$ cat config.mk
export PLATFORM = sky130hd
export DESIGN_NAME = atc_e_stage
export DESIGN_NICKNAME = d
export VERILOG_FILES = /design/src/rtl/atc_e_stage.sv
export SDC_FILE = /design/constraint.sdc
export NUM_CORES = 1
export LEC_CHECK = 0
export BUFFER_PORTS_ARGS = -buffer_cell sky130_fd_sc_hd__buf_4
export CAP_MARGIN = 15
export CORE_AREA = 3 3 47 49
export CTS_CLUSTER_DIAMETER = 100
export DETAILED_ROUTE_END_ITERATION = 8
export DIE_AREA = 0 0 50 52
export PLACE_DENSITY_LB_ADDON = 0.15
export REMOVE_ABC_BUFFERS = 1
export SLEW_MARGIN = 10
export SYNTH_ARGS = -nofsm -noshare
export SYNTH_HDL_FRONTEND = slang
export SYNTH_SLANG_ARGS = --single-unit
$ cat constraint.sdc
create_clock -name clk -period 1.64 [get_ports clk]
set_input_delay 0.246 -clock clk [delete_from_list [all_inputs] [get_ports clk]]
set_output_delay 0.246 -clock clk [all_outputs]
set_load 0.005 [all_outputs]
$ cat src/rtl/atc_e_stage.sv
// D->E hazard-tracking pipeline stage with the mult/div busy countdown used for HI/LO stalls.
// Optional ATC_E_TNEW_EN adds the registered tnewE output (cycles until the E result is ready).
module atc_e_stage #(
  parameter int CNT_W       = 4,
  parameter int MULT_CYCLES = 5,
  parameter int DIV_CYCLES  = 10
) (
  input  logic             clk,
  input  logic             rst,
  input  logic             DEMWclr,
  input  logic             stall,
  input  logic [4:0]       ra1D,
  input  logic [4:0]       ra2D,
  input  logic [4:0]       waD,
  input  logic [2:0]       resD,
  input  logic             md_startD,
  input  logic             md_divD,
  output logic [4:0]       ra1E,
  output logic [4:0]       ra2E,
  output logic [4:0]       waE,
  output logic [2:0]       resE,
`ifdef ATC_E_TNEW_EN
  output logic [1:0]       tnewE,
`endif
  output logic             md_busy,
  output logic [CNT_W-1:0] md_cnt
);

  localparam logic [CNT_W-1:0] MULT_LOAD = CNT_W'(MULT_CYCLES);
  localparam logic [CNT_W-1:0] DIV_LOAD  = CNT_W'(DIV_CYCLES);

  logic [CNT_W-1:0] md_cnt_nxt;

  // A start is only honoured with the unit idle; a start while counting is ignored.
  always_comb begin
    md_cnt_nxt = md_cnt;
    if (md_startD && !stall && md_cnt == '0)
      md_cnt_nxt = md_divD ? DIV_LOAD : MULT_LOAD;
    else if (md_cnt != '0)
      md_cnt_nxt = md_cnt - 1'b1;
  end

  // NOTE: reset is synchronous and active-low, so it only takes effect on a clk edge;
  // the flush shares the same path because it must leave the stage in the identical state.
  always_ff @(posedge clk) begin
    if (!rst || DEMWclr) begin
      ra1E   <= '0;
      ra2E   <= '0;
      waE    <= '0;
      resE   <= '0;
      md_cnt <= '0;
    end else if (stall) begin
      // Bubble into E; the mult/div unit keeps running underneath.
      ra1E   <= '0;
      ra2E   <= '0;
      waE    <= '0;
      resE   <= '0;
      md_cnt <= md_cnt_nxt;
    end else begin
      ra1E   <= ra1D;
      ra2E   <= ra2D;
      waE    <= waD;
      resE   <= resD;
      md_cnt <= md_cnt_nxt;
    end
  end

  assign md_busy = (md_cnt != '0);

`ifdef ATC_E_TNEW_EN
  logic [1:0] tnew_d;

  always_comb begin
    tnew_d = 2'd0;
    unique case (resD)
      3'd1:    tnew_d = 2'd1;  // ALU
      3'd2:    tnew_d = 2'd2;  // DM
      3'd4:    tnew_d = 2'd1;  // MD
      default: tnew_d = 2'd0;  // NW, PC, reserved
    endcase
  end

  always_ff @(posedge clk) begin
    if (!rst || DEMWclr || stall)
      tnewE <= 2'd0;
    else
      tnewE <= tnew_d;
  end
`endif

endmodule

==> results.py <==
metrics = {
    "synth": {
        "syn_inst": 63,
        "yosysTopAreaCell": "sky130_fd_sc_hd__dfxtp_1",
        "synth_most_common_cell": "sky130_fd_sc_hd__dfxtp_1",
        "yosys_warnings": 0,
        "number_of_synthesized_flops_with_an_enable_pin": 0,
        "synthDistinctLibCells": 19,
        "synthArstFlopShare_pct": 0,
        "syn_area_um2": 718,
        "netlist_top_cells_count": "22 x sky130_fd_sc_hd__dfxtp_1, 18 x sky130_fd_sc_hd__and2_1, 3 x sky130_fd_sc_hd__a211oi_1",
        "ys.flop_type": "sky130_fd_sc_hd__dfxtp_1",
        "yosysTopAreaCellShare_pct": 61.3,
        "syn_avg_cell_area_um2": 11.4,
        "synth.top_cells.by_area": "sky130_fd_sc_hd__dfxtp_1 61%, sky130_fd_sc_hd__and2_1 16%, sky130_fd_sc_hd__ha_1 3.5%",
        "synth.ff_latch_count": 22,
        "ys_seq_area_share_pct": 61.3,
    },
    "pwr": {
        "power_frac_seq_pct": 52.5,
        "total_power_w": 0.00109,
        "sw_share_pct": 23.6,
        "p_int_w": 0.000836,
        "power_dissipated_by_switching_net_loads_w": 0.000258,
        "p_per_area_mw_per_mm2": 939,
        "leakage_nw": 0.573,
        "power.share.clock_pct": 26.3,
        "combPwrFrac_pct": 21.2,
        "ir_worst_vdd_mv": 0.593,
    },
    "sta": {
        "worst_margin_pin_slew_ns": 0.282,
        "setup_viol": 0,
        "timing.final.crit_share_pct": 97.9,
        "hold_slack_ns": 0.138,
        "slew-limit-headroom_pct": 81.0,
        "number_of_slew_limit_violations_in_the_final_report": 0,
        "timing.final.hold_violations": 0,
        "final_period_minus_worst_setup_slack_ns": 1.60,
        "clock.fmax_mhz": 623,
        "clock-skew-final_ns": 0.000196,
    },
    "critical_path": {
        "r2r-start": "md_cnt[1]",
        "r2r_slack_ns": 0.04,
        "critPathArrivalTime_ns": 1.80,
        "timing_worst_setup_path_type": "flip-flop to flip-flop",
        "reg2reg_to": "md_cnt[0]",
        "worst_setup_path_startpoint": "md_cnt[1]",
        "end_kind": "flip-flop",
        "crit_path_max_fanout": 5,
        "depth_of_the_most_critical_reg_to_reg_path": 6,
        "required_ns": 1.83,
        "startpoint_type": "flip-flop",
        "worstSetupEndpoint": "md_cnt[0]",
    },
    "die": {
        "core-area_mm2": 0.00190,
        "boundary_pins": 47,
        "fp.dieArea_mm2": 0.00260,
        "row_count": 16,
        "initial_utilization_pct": 37.8,
        "chipWidth_um": 50,
        "height_of_the_die_um": 52,
    },
    "worst_hold_path": {
        "holdCritPathClass": "input pin to flip-flop",
        "hold_path.startpoint": "waD[4]",
    },
    "routing": {
        "ant_nets": 0,
        "vias_per_cell": 4.24,
        "route.detailed.drc": 0,
        "routed-via-count": 607,
        "wl_cell_um": 11.2,
        "detail_route.first_pass.iterations": 2,
        "dr.first_iter.drc_count": 2,
        "wl_um": 1600,
    },
    "job": {
        "drv.max_cap_violation_count": 0,
    },
    "finish": {
        "antenna_cells_inserted": 0,
        "drive_gt1_share_pct": 51.7,
        "synthToLayoutAreaGrowth_pct": 62.2,
        "fillCellCount": 162,
        "final_core_utilization_pct": 61.3,
        "final_nets": 143,
    },
    "global_route": {
        "grt_overflow": 0,
        "first_global_vias": 570,
        "antenna_found_initial": 0,
        "first_pass_grt_wire_length_um": 2300,
        "pin_count_of_the_biggest_net_entering_global_routing": 19,
        "grtUsageTotal_pct": 12.3,
    },
    "clock_tree": {
        "cts_hold_repair.buffers": 0,
        "cts.sinks": 22,
        "root_buffer": "sky130_fd_sc_hd__clkbuf_4",
        "clock_insertion_delay_worst_skew_ns": 0.30,
        "htreeDepth": 1,
        "cts.reportedPaths.clkPinSlew_ns": 0.11,
        "tritoncts.num_buffers": 3,
        "max-clock-path-buffers": 2,
        "tritoncts_clock_tree": "built",
    },
    "placed_design": {
        "place_congestion": 0.699,
        "number_of_i_o_port_buffers": 46,
        "dp.final_hpwl_um": 1200,
    },
    "outcome": {
        "run_status": "finished, final reports clean",
    },
}
[layout by cell type, fill, tap and decap left out, drive strengths merged]
| master | synthesis | routed |
|---|---|---|
| buf | 0 | 50 |
| dfxtp | 22 | 22 |
| and2 | 18 | 18 |
| clkbuf | 1 | 4 |
| a211oi | 3 | 3 |
| inv | 3 | 3 |
| nand2b | 2 | 2 |
| nor2 | 2 | 2 |
| ha | 2 | 2 |
| nor3b | 1 | 1 |
| and3b | 1 | 1 |
| nand2 | 1 | 1 |
| nor3 | 1 | 1 |
| mux2i | 1 | 1 |
| a21oi | 1 | 1 |
| xnor2 | 1 | 1 |
| o21a | 1 | 1 |
| or4 | 1 | 1 |
| o31ai | 1 | 1 |
[worst min-delay path by stage]
stage | endpoint | slack, ns | depth (start not counted)
after CTS | ra1E[1] | 0.12 | 2
after global placement | waE[1] | 0.45 | 2
after floorplan | ra1E[0] | 0.37 | 1
final | waE[4] | 0.14 | 2
after global routing | ra1E[3] | 0.12 | 2
after detailed placement | ra1E[1] | 0.45 | 2
[metal layers]
layer	up-vias	part of all wire, %	wire length [um]	GRT usage [%]
li1	311	-	-	-
met1	268	38	603	11.8
met2	26	54	858	21.1
met3	2	8.1	129	5.44
met4	0	0.62	10	8.29
met5	-	0	0	0
[final cells by class]
type | instances | area [um^2] | share of cell area, %
timing repair buffer | 50 | 375 | 32.2
multi-input combinational | 37 | 265 | 22.8
sequential | 22 | 443 | 38.0
clock buffer | 4 | 36.3 | 3.11
inverter | 3 | 11.3 | 0.967
tap | 27 | 33.8 | 2.90
[sequential cells by signal, summed over array words and instances (netlist names)]
register / flops
md_cnt: 4
ra1E: 5
resE: 3
ra2E: 5
waE: 5
[critical path, cell delays in order, from the launching register on]
cell and delay [ns]:
sky130_fd_sc_hd__dfxtp_2 0.34, sky130_fd_sc_hd__inv_1 0.08, sky130_fd_sc_hd__ha_2 0.18, sky130_fd_sc_hd__nor3b_4 0.21, sky130_fd_sc_hd__inv_2 0.08, sky130_fd_sc_hd__or4_1 0.50, sky130_fd_sc_hd__o31ai_1 0.10
[logic make-up (layout without fill, tap and decap cells)]
| family | count (synthesis) | in the layout | synth area share (%) |
|---|---|---|---|
| simple gates | 27 | 27 | 24.6 |
| flops | 22 | 22 | 61.3 |
| compound gates | 6 | 6 | 5.92 |
| buf+inv | 4 | 57 | 2.09 |
| fa+ha+maj | 2 | 2 | 3.48 |
| xor+xnor | 1 | 1 | 1.22 |
| mux | 1 | 1 | 1.39 |
[power by group through the flow]
stage / combinational [W] / sequential [W] / clock [W]
after global placement: 0.000201 / 0.000585 / 0
final: 0.000232 / 0.000574 / 0.000288
after CTS: 0.000217 / 0.000574 / 0.000306
after floorplan: 0.0000954 / 0.000587 / 0
after global routing: 0.000255 / 0.000576 / 0.000319
after detailed placement: 0.000205 / 0.000586 / 0
[timing repair]
item                       in CTS  in global routing
setup buffers                   1                  2
resized for setup               0                  4
setup endpoints to repair       1                  2
[per-stage QoR]
stage               worst slack, ns  TNS (ns)  instances  cell area (um^2)
floorplan                     0.149         0         62               714
global placement              0.122         0        136              1100
detailed placement           0.0369         0        136              1100
CTS                          0.0192         0        141              1140
global route                -0.0202   -0.0270        143              1160
finish                       0.0352         0        143              1160
(Power assumes the default switching activity.)
